$ cat src/rtl/tinycomp_io_pkg.sv
// Shared constants and types for the TinyComp memory-mapped I/O controller.
package tinycomp_io_pkg;

    localparam logic [31:0] LED_ADDR  = 32'h0000_03FF;
    localparam logic [31:0] SW_ADDR   = 32'h0000_03FE;
    localparam logic [31:0] TMR_ADDR  = 32'h0000_03FD;
    localparam logic [31:0] CTRL_ADDR = 32'h0000_03FC;

    localparam int CTRL_EN     = 0;
    localparam int CTRL_RELOAD = 1;
    localparam int CTRL_CLR    = 2;

    localparam int unsigned RD_WAIT_DEFAULT = 2;

    typedef enum logic [1:0] {
        IDLE = 2'd0,
        WAIT = 2'd1,
        DONE = 2'd2
    } rd_state_e;

endpackage

$ cat src/rtl/tinycomp_io_if.sv
// CPU-side I/O strobe bundle: the CPU is the master, the I/O controller the slave.
interface tinycomp_io_if;

    logic [31:0] io_addr;
    logic [31:0] io_wdata;
    logic        io_wr;
    logic        io_rd;
    logic [31:0] io_rdata;
    logic        io_rdy;

    modport master (
        output io_addr, io_wdata, io_wr, io_rd,
        input  io_rdata, io_rdy
    );

    modport slave (
        input  io_addr, io_wdata, io_wr, io_rd,
        output io_rdata, io_rdy
    );

endinterface

$ cat src/rtl/tinycomp_io_timer.sv
// Down-counting timer with optional auto-reload and a sticky expired flag.
module tinycomp_io_timer (
    input  logic        clk,
    input  logic        reset_n,
    input  logic        load,
    input  logic [31:0] load_val,
    input  logic        en,
    input  logic        auto_reload,
    input  logic        clr,
    output logic [31:0] count,
    output logic        expired
);

    logic [31:0] count_q, count_d;
    logic [31:0] reload_q, reload_d;
    logic        expired_q, expired_d;
    logic        fired_q, fired_d;
    logic        expire;

    // NOTE: every signal assigned here gets a default first, so no path can infer a latch.
    always_comb begin
        count_d  = count_q;
        reload_d = reload_q;
        fired_d  = fired_q;
        expire   = 1'b0;
        if (load) begin
            // A load on the expiring edge wins and suppresses the expiry.
            count_d  = load_val;
            reload_d = load_val;
            fired_d  = 1'b0;
        end else if (en) begin
            if (count_q == 32'd1) begin
                expire  = 1'b1;
                fired_d = 1'b1;
                count_d = auto_reload ? reload_q : 32'd0;
            end else if (count_q != 32'd0) begin
                count_d = count_q - 32'd1;
            end else if (!fired_q) begin
                // Enabled on an already-zero count: flag it exactly once until reloaded.
                expire  = 1'b1;
                fired_d = 1'b1;
            end
        end
        expired_d = expire | (expired_q & ~clr);
    end

    // NOTE: reset is sampled on the clock edge, and sequential state uses non-blocking assignments only.
    always_ff @(posedge clk) begin
        if (!reset_n) begin
            count_q   <= '0;
            reload_q  <= '0;
            expired_q <= 1'b0;
            fired_q   <= 1'b0;
        end else begin
            count_q   <= count_d;
            reload_q  <= reload_d;
            expired_q <= expired_d;
            fired_q   <= fired_d;
        end
    end

    assign count   = count_q;
    assign expired = expired_q;

endmodule

$ cat src/rtl/tinycomp_io_ctrl.sv
// TinyComp I/O controller: address decode, LED/control registers, switch synchroniser
// and a wait-state read sequencer in front of the timer.
module tinycomp_io_ctrl
    import tinycomp_io_pkg::*;
#(
    parameter int unsigned RD_WAIT = RD_WAIT_DEFAULT
) (
    input  logic               clk,
    input  logic               reset_n,
    tinycomp_io_if.slave       bus,
    input  logic [7:0]         sw_in,
    output logic [7:0]         leds,
    output logic               tmr_expired
);

    logic [7:0]  leds_q, leds_d;
    logic        en_q, en_d;
    logic        auto_reload_q, auto_reload_d;
    logic [7:0]  sw_meta_q, sw_sync_q;
    rd_state_e   state_q, state_d;
    logic [31:0] addr_q, addr_d;
    logic [3:0]  wait_q, wait_d;
    logic        io_rdy_q, io_rdy_d;
    logic [31:0] io_rdata_q, io_rdata_d;
    logic [31:0] tmr_count;
    logic [31:0] rd_mux;
    logic        wr_led, wr_tmr, wr_ctrl;

    assign wr_led  = bus.io_wr && (bus.io_addr == LED_ADDR);
    assign wr_tmr  = bus.io_wr && (bus.io_addr == TMR_ADDR);
    assign wr_ctrl = bus.io_wr && (bus.io_addr == CTRL_ADDR);

    tinycomp_io_timer u_timer (
        .clk         (clk),
        .reset_n     (reset_n),
        .load        (wr_tmr),
        .load_val    (bus.io_wdata),
        .en          (en_q),
        .auto_reload (auto_reload_q),
        .clr         (wr_ctrl && bus.io_wdata[CTRL_CLR]),
        .count       (tmr_count),
        .expired     (tmr_expired)
    );

    always_comb begin
        leds_d        = wr_led  ? bus.io_wdata[7:0]           : leds_q;
        en_d          = wr_ctrl ? bus.io_wdata[CTRL_EN]       : en_q;
        auto_reload_d = wr_ctrl ? bus.io_wdata[CTRL_RELOAD]   : auto_reload_q;
    end

    always_comb begin
        case (addr_q)
            LED_ADDR:  rd_mux = {24'b0, leds_q};
            SW_ADDR:   rd_mux = {24'b0, sw_sync_q};
            TMR_ADDR:  rd_mux = tmr_count;
            CTRL_ADDR: rd_mux = {29'b0, tmr_expired, auto_reload_q, en_q};
            default:   rd_mux = 32'b0;
        endcase
    end

    // Read FSM: next-state logic.
    always_comb begin
        state_d = state_q;
        case (state_q)
            IDLE:    if (bus.io_rd) state_d = WAIT;
            WAIT:    if (!bus.io_rd) state_d = IDLE;
                     else if (wait_q == 4'd0) state_d = DONE;
            DONE:    if (!bus.io_rd) state_d = IDLE;
            default: state_d = IDLE;
        endcase
    end

    // Read FSM: datapath and registered outputs.
    always_comb begin
        addr_d     = addr_q;
        wait_d     = wait_q;
        io_rdy_d   = io_rdy_q;
        io_rdata_d = io_rdata_q;
        case (state_q)
            IDLE: if (bus.io_rd) begin
                addr_d = bus.io_addr;
                wait_d = 4'(RD_WAIT - 1);
            end
            WAIT: begin
                if (wait_q != 4'd0) wait_d = wait_q - 4'd1;
                if (state_d == DONE) io_rdata_d = rd_mux;
            end
            DONE: begin
                io_rdy_d = bus.io_rd;
                if (!bus.io_rd) io_rdata_d = 32'b0;
            end
            default: ;
        endcase
    end

    always_ff @(posedge clk) begin
        if (!reset_n) begin
            leds_q        <= '0;
            en_q          <= 1'b0;
            auto_reload_q <= 1'b0;
            sw_meta_q     <= '0;
            sw_sync_q     <= '0;
            state_q       <= IDLE;
            addr_q        <= '0;
            wait_q        <= '0;
            io_rdy_q      <= 1'b0;
            io_rdata_q    <= '0;
        end else begin
            leds_q        <= leds_d;
            en_q          <= en_d;
            auto_reload_q <= auto_reload_d;
            sw_meta_q     <= sw_in;
            sw_sync_q     <= sw_meta_q;
            state_q       <= state_d;
            addr_q        <= addr_d;
            wait_q        <= wait_d;
            io_rdy_q      <= io_rdy_d;
            io_rdata_q    <= io_rdata_d;
        end
    end

    assign leds         = leds_q;
    assign bus.io_rdy   = io_rdy_q;
    assign bus.io_rdata = io_rdata_q;

endmodule
$ cat src/flat_wrapper.sv
// flat-port wrapper written by rule: the top's interface ports become plain ports
module tinycomp_io_ctrl_flat import tinycomp_io_pkg::*;
#(
    parameter int unsigned RD_WAIT = RD_WAIT_DEFAULT
)
  (clk, reset_n, sw_in, leds, tmr_expired, bus_io_addr, bus_io_wdata, bus_io_wr, bus_io_rd, bus_io_rdata, bus_io_rdy);
  tinycomp_io_if bus_i ();
  input  logic clk;
  input  logic reset_n;
  input  logic [7:0] sw_in;
  output logic [7:0] leds;
  output logic tmr_expired;
  input wire logic [$bits(bus_i.io_addr)-1:0] bus_io_addr;
  input wire logic [$bits(bus_i.io_wdata)-1:0] bus_io_wdata;
  input wire logic [$bits(bus_i.io_wr)-1:0] bus_io_wr;
  input wire logic [$bits(bus_i.io_rd)-1:0] bus_io_rd;
  output wire logic [$bits(bus_i.io_rdata)-1:0] bus_io_rdata;
  output wire logic [$bits(bus_i.io_rdy)-1:0] bus_io_rdy;
  assign bus_i.io_addr = bus_io_addr;
  assign bus_i.io_wdata = bus_io_wdata;
  assign bus_i.io_wr = bus_io_wr;
  assign bus_i.io_rd = bus_io_rd;
  assign bus_io_rdata = bus_i.io_rdata;
  assign bus_io_rdy = bus_i.io_rdy;
  tinycomp_io_ctrl #(.RD_WAIT(RD_WAIT)) u_core (.clk(clk), .reset_n(reset_n), .bus(bus_i), .sw_in(sw_in), .leds(leds), .tmr_expired(tmr_expired));
endmodule
$ cat config.mk
export PLATFORM = sky130hd
export DESIGN_NAME = tinycomp_io_ctrl_flat
export DESIGN_NICKNAME = d
export VERILOG_FILES = /design/src/rtl/tinycomp_io_pkg.sv /design/src/rtl/tinycomp_io_if.sv /design/src/rtl/tinycomp_io_timer.sv /design/src/rtl/tinycomp_io_ctrl.sv /design/src/flat_wrapper.sv
export SDC_FILE = /design/constraint.sdc
export NUM_CORES = 1
export LEC_CHECK = 0
export ABC_AREA = 1
export CAP_MARGIN = 5
export CORE_AREA = 5 5 157 144
export DETAILED_ROUTE_END_ITERATION = 6
export DIE_AREA = 0 0 162 149
export PLACE_DENSITY = 0.57
export SYNTH_ARGS = -nofsm -noshare
export SYNTH_HDL_FRONTEND = slang
export SYNTH_SLANG_ARGS = --single-unit
export TNS_END_PERCENT = 20
$ cat constraint.sdc
create_clock -name clk -period 3.3 [get_ports clk]
set_input_delay 0.33 -clock clk [delete_from_list [all_inputs] [get_ports clk]]
set_output_delay 0.33 -clock clk [all_outputs]
set_load 0.02 [all_outputs]
==> results of run 1 <==
metal layers:
layer	vias up	GRT usage
met5	-	0
li1	4173	-
met4	0	0.07822
met3	44	0.04366
met1	3644	0.2416
met2	169	0.3427
layout make-up:
cell class	count	area (um2)
well taps	260	325.3
inverters	123	461.7
multi-input cells	893	4109
flip-flops and latches	163	3263
fillers	2173	10560
clock inverters	14	167.7
clock buffers	18	439.2
repair buffers	138	1324
synthesized netlist by cell type:
cell / n / share of area
a21oi_1: 86 / 0.053
a21oi_2: 1 / 0.0011
a31oi_1: 1 / 0.00077
buf_1: 2 / 0.00093
buf_2: 11 / 0.0068
buf_4: 2 / 0.0019
buf_6: 5 / 0.0069
clkbuf_1: 37 / 0.017
dfxtp_1: 163 / 0.40
ha_1: 4 / 0.0062
inv_1: 120 / 0.056
inv_2: 3 / 0.0014
nand2_1: 296 / 0.14
nand2_2: 7 / 0.0054
nand2_4: 3 / 0.0042
nand3_1: 144 / 0.089
nand3b_1: 2 / 0.0019
nand4_1: 16 / 0.012
nor2_1: 186 / 0.086
nor2_2: 11 / 0.0085
nor2_4: 3 / 0.0042
nor2b_1: 1 / 0.00077
nor3_1: 4 / 0.0025
nor3b_2: 1 / 0.0015
nor4_4: 1 / 0.0026
o21a_1: 1 / 0.00093
o21ai_0: 89 / 0.055
o21ai_1: 8 / 0.0049
o21ai_2: 5 / 0.0054
o21bai_1: 7 / 0.0065
o31ai_1: 5 / 0.0046
xnor2_1: 4 / 0.0043
xor2_1: 7 / 0.0076
sequential cells by signal (all words and copies together) (netlist names):
name                     cells
u_core.addr_q               32
u_core.bus.io_rdata         32
u_core.u_timer.count        32
u_core.u_timer.reload_q     32
u_core.leds                  8
u_core.sw_meta_q             8
u_core.sw_sync_q             8
u_core.wait_q                4
u_core.state_q               2
u_core.auto_reload_q         1
u_core.bus.io_rdy            1
u_core.en_q                  1
u_core.u_timer.expired       1
u_core.u_timer.fired_q       1
worst min path at each step:
stage,slack (ps),from,cells after the start,to
6_report,410,sw_in[4],3,u_core.sw_meta_q[4]
5_1_grt,390,sw_in[4],3,u_core.sw_meta_q[4]
4_1_cts,400,sw_in[4],3,u_core.sw_meta_q[4]
3_5_place_dp,400,u_core.sw_meta_q[2],2,u_core.sw_sync_q[2]
3_3_place_gp,390,u_core.sw_meta_q[2],2,u_core.sw_sync_q[2]
2_1_floorplan,390,u_core.sw_meta_q[0],2,u_core.sw_sync_q[0]
cell usage in the layout, fill, tap and decap left out:
master           netlist  routed
nand2_1              296     296
nor2_1               186     184
dfxtp_1              163     163
nand3_1              144     144
inv_1                120     120
clkdlybuf4s50_1        0     116
o21ai_0               89      89
a21oi_1               86      86
buf_4                  2      21
clkbuf_16              0      17
nand4_1               16      16
nor2_2                11      13
o21ai_1                8       8
nand2_2                7       7
o21bai_1               7       7
xor2_1                 7       7
o21ai_2                5       5
o31ai_1                5       5
nor3_1                 4       4
xnor2_1                4       4
ha_1                   4       4
clkinv_4               0       4
inv_6                  0       4
nor2_4                 3       3
nand2_4                3       3
inv_2                  3       3
nand3b_1               2       2
inv_8                  0       2
bufinv_16              0       2
clkinvlp_4             0       2
nor2b_1                1       1
a21oi_2                1       1
nor4_4                 1       1
nor3b_2                1       1
o21a_1                 1       1
a31oi_1                1       1
clkbuf_8               0       1
buf_2                 11       1
cell families (layout without fill, tap and decap cells):
| family | Yosys count | count (layout) | share of synthesized area |
|---|---|---|---|
| AO/OA/AOI/OAI | 203 | 203 | 0.1324 |
| XOR/XNOR | 11 | 11 | 0.01189 |
| adder cells (fa/ha/maj) | 4 | 4 | 0.006178 |
| buffers and inverters | 180 | 293 | 0.09065 |
| flip-flops | 163 | 163 | 0.4028 |
| AND/OR/NAND/NOR | 675 | 675 | 0.3561 |
metrics by stage:
step / instances / util
2_1_floorplan: 1236 / -
3_5_place_dp: 1577 / 0.4593
5_1_grt: 1609 / 0.4887
3_3_place_gp: 1577 / 0.4593
6_report: 1609 / 0.4887
4_1_cts: 1609 / 0.4887
power by group through the flow:
stage               combinational (uW)  sequential, uW  clock, uW
finish                             311            2040       2070
global route                       351            2050       2200
CTS                                314            2040       2110
detailed placement                 313            2090          0
global placement                   312            2090          0
floorplan                          168            2080          0
worst max-delay path, stage by stage:
cell	delay (ps)
clkdlybuf4s50_1	400
inv_1	70
nand2_1	50
nor2_1	240
nand3b_1	120
nor3_1	200
nand2_1	360
nand2_4	600
nand2_1	120
nor2_1	150
nor2_1	50
==> results_dict.tcl, run 1 <==
set metrics [dict create \
    synthCells 1236 \
    place_area_um2 9483 \
    preCtsSetupSlack_ps 528.3 \
    yosysWarnings 0 \
    powerDensity_nw_per_um2 438.3 \
    rows 50 \
    rr_startpoint "u_core.wait_q[0]" \
    drive_gt1_frac 0.06746 \
    antenna_cells 0 \
    cts-buffers-inserted 17 \
    p_int_uw 3312 \
    grt-ovfl-total 0 \
    maxCapViolations 0 \
    syn_area_um2 8102 \
    first_global_vias 7610 \
    postCtsHoldBufs 0 \
    drc 0 \
    vias 8030 \
    setup_viol 0 \
    vias_per_cell 4.991 \
    wl_met1_mm 10.87 \
    status "completed" \
    drv_slew 0 \
    startpoint_type "input port" \
    ios 118 \
    path_clk_slew_ps 70 \
    die_w_um 162 \
    synth-seq-cells 163 \
    fin_nets 1416 \
    port_buffers 117 \
    dp_hpwl_mm 17.28 \
    syn-num-nets 1316 \
    seqPwrFrac 0.462 \
    postCtsSetupBuffers 0 \
    endpoint "u_core.u_timer.count[14]" \
    seq_area_frac_synth 0.4028 \
    start_util 0.3924 \
    crit_required_ps 3620 \
    fmax_mhz 421.3 \
    dieHeight_um 149 \
    cts_root_buf "clkbuf_16" \
    grt_usage 0.1985 \
    clock_power_share 0.468 \
    fin_crit_sh 0.7192 \
    wl_met2_mm 11.40 \
    grt_max_degree 92 \
    hold_class "in2reg" \
    cts_resized 0 \
    areaGrowthSynthToFinish_pct 24.54 \
    die_area_um2 24140 \
    end_kind "register" \
    finalSetupTns_ps 0 \
    worst-slew-pin-transition_ps 951.8 \
    ir_worst_vdd_mv 0.2492 \
    gp_congestion 0.9085 \
    period_needed_ps 2373 \
    p_leak_uw 0.004436 \
    finClkSkew_ps 11.73 \
    syn_area_per_cell_um2 6.555 \
    yosys.cell_types.count 33 \
    relSlewSlack 0.3648 \
    finalWorstSetupSlack_ps 926.5 \
    drtIter0Drc 572 \
    met3_wirelength_mm 1.146 \
    critPathMaxFanout 57 \
    clockBufferDepth 2 \
    path_class "in2reg" \
    routed_wirelength_mm 24.11 \
    worst_hold_slack_ps 410.0 \
    grt_setup_unrepaired "no" \
    avgRoutedWirePerCell_um 14.98 \
    ff2ff_path_depth 9 \
    fin_area_um2 10090 \
    ant_nets 0 \
    cts_tree "built" \
    core-area_um2 20640 \
    p_sw_frac 0.2510 \
    startpoint "bus_io_addr[12]" \
    clkLatencyLatePin_ps 440 \
    final_hold_viol_count 0 \
    grt_pass1_wl_mm 38.49 \
    cp.arrival_ps 2700 \
    combPwrFrac 0.070 \
    p_sw_uw 1110 \
    r2r_setup_slack_ps 960 \
    antenna_found_initial 0 \
    fin_total_pwr_uw 4422 \
    h-tree-depth 4 \
    cts_sinks 163 \
    top_layer_used "met4" \
    reg2reg_to "u_core.bus.io_rdata[25]" \
    drtPass1Iterations 5 \
]
No activity file was read; power rests on OpenSTA's default activity.
==> run 2, diff against run 1 <==
PLACE_DENSITY = 0.59   (was 0.57)
clock period = 2.1 ns   (was 3.3 ns; I/O delays follow)
==> run 2 against run 1 <==
Effect of this change: core utilization grew 2.1 points; worst setup slack lost 830 ps; clock skew down 2.7 ps; non-clock buffer count up 45; critical path depth is 1 lower.
==> results_dict.tcl, run 2 (same netlist as run 1, synthesis figures left out) <==
set metrics [dict create \
    setup_viol 0 \
    port_buffers 117 \
    critPathMaxFanout 27 \
    drive_gt1_frac 0.09828 \
    startpoint_type "register" \
    path_depth 10 \
    fin_area_um2 10520 \
    clockBufferDepth 2 \
    path_class "reg2reg" \
    p_sw_frac 0.2571 \
    final_cell_mix "nand2_1, nor2_1, dfxtp_1" \
    powerDensity_nw_per_um2 653.5 \
    areaGrowthSynthToFinish_pct 29.85 \
    start_util 0.3924 \
    avgRoutedWirePerCell_um 14.68 \
    drc 0 \
    fin_crit_sh 0.9529 \
    cp.arrival_ps 2320 \
    antenna_found_initial 0 \
    cts_sinks 163 \
    max_stage_delay_ps 340 \
    gp_congestion 0.9457 \
    min_from "sw_in[4]" \
    p_int_uw 5107 \
    period_needed_ps 2001 \
    grt_pass1_wl_mm 39.01 \
    die_area_um2 24140 \
    rows 50 \
    crit_path_top_delay_cell "dfxtp_1" \
    worstPathCellList "nor2_2 -> nand2_1 -> nor2_4 -> nand2_1 -> nor2_2 -> inv_2 -> nand3_1 -> nand2_1 -> a21oi_1 -> nor2_1" \
    grt_usage 0.1997 \
    antenna_cells 0 \
    seqPwrFrac 0.467 \
    cpMostUsedCell "nand2_1" \
    ir_worst_vdd_mv 0.5031 \
    end_kind "register" \
    final_common_cell "nand2_1" \
    cts_tree "built" \
    clkLatencyLatePin_ps 430 \
    fin_util 0.5096 \
    fmax_mhz 499.7 \
    hold_class "in2reg" \
    ff2ff_path_depth 10 \
    finClkSkew_ps 9.001 \
    dp_hpwl_mm 18.09 \
    place_area_um2 9921 \
    p_sw_uw 1768 \
    vias_per_cell 4.944 \
    crit_required_ps 2420 \
    relSlewSlack 0.5699 \
    clock_power_share 0.458 \
    grt_setup_unrepaired "yes" \
    drtIter0Drc 552 \
    path_clk_slew_ps 70 \
    cts-buffers-inserted 17 \
    first_global_vias 7719 \
    worst-slew-pin-transition_ps 645.1 \
    cts_root_buf "clkbuf_16" \
    die_w_um 162 \
    ios 118 \
    grt_max_degree 64 \
    combPwrFrac 0.075 \
    ant_nets 0 \
    vias 8177 \
    path_buf_inv 1 \
    core-area_um2 20640 \
    postCtsHoldBufs 0 \
    drv_slew 0 \
    h-tree-depth 4 \
    dieHeight_um 149 \
    hold_depth 3 \
    p_leak_uw 0.004688 \
    startpoint "u_core.u_timer.count[10]" \
    path_delay_family "simple AND/OR/NAND/NOR gates" \
    routed_wirelength_mm 24.28 \
    final_hold_viol_count 0 \
    rr_startpoint "u_core.u_timer.count[10]" \
    drtPass1Iterations 6 \
    status "completed" \
    grt-ovfl-total 0 \
    fin_nets 1461 \
    fin_total_pwr_uw 6875 \
    maxCapViolations 0 \
]
run 2: cell type report:
| class | instances | area (um2) |
|---|---|---|
| clock buffers | 18 | 429.2 |
| clock inverters | 14 | 165.2 |
| multi-input cells | 893 | 4114 |
| well taps | 260 | 325.3 |
| flip-flops and latches | 163 | 3263 |
| fillers | 2148 | 10120 |
| inverters | 123 | 461.7 |
| repair buffers | 183 | 1762 |
run 2: what timing repair did:
item,in CTS,in global routing
gates resized for setup,0,3
buffers inserted,0,0
setup endpoints to repair,0,17
run 2: metal layers:
metal / vias to the layer above / GRT usage / wire, um / share of wire
li1: 4250 / - / - / -
met1: 3710 / 0.2503 / 10870 / 0.45
met2: 190 / 0.3527 / 11910 / 0.49
met3: 27 / 0.04117 / 1123 / 0.046
met4: 0 / 0.04820 / 373 / 0.015
met5: - / 0 / 0 / 0
run 2: power groups by stage:
stage | clock (uW) | combinational (uW) | sequential [uW]
after floorplan | 0 | 264 | 3270
after global placement | 0 | 518 | 3280
after detailed placement | 0 | 520 | 3280
final | 3150 | 517 | 3210
after global routing | 3370 | 584 | 3210
after CTS | 3210 | 522 | 3210
run 2: stage by stage:
step / TNS [ps] / hold slack [ps] / setup WS, ps / instances
floorplan: 0 / 307.6 / 276.1 / 1236
detailed placement: -158.3 / 397.9 / -25.77 / 1622
finish: 0 / 297.3 / 98.98 / 1654
global route: -288.8 / 289.8 / -45.58 / 1654
CTS: 0 / 283.9 / 99.44 / 1654
global placement: -252.1 / 393.0 / -56.04 / 1622
run 2: final timing paths:
check | endpoint | slack [ps]
setup reg to reg | u_core.u_timer.count[24] | 100
hold reg to reg | u_core.sw_sync_q[5] | 410
hold / removal | u_core.sw_meta_q[4] | 300
setup / recovery | u_core.u_timer.count[24] | 100
run 2: worst reg2reg max path, stage by stage, from the launching register on:
cell and delay [ps]:
dfxtp_1 340, nor2_2 210, nand2_1 160, nor2_4 200, nand2_1 110, nor2_2 170, inv_2 230, nand3_1 210
nand2_1 70, a21oi_1 150, nor2_1 50
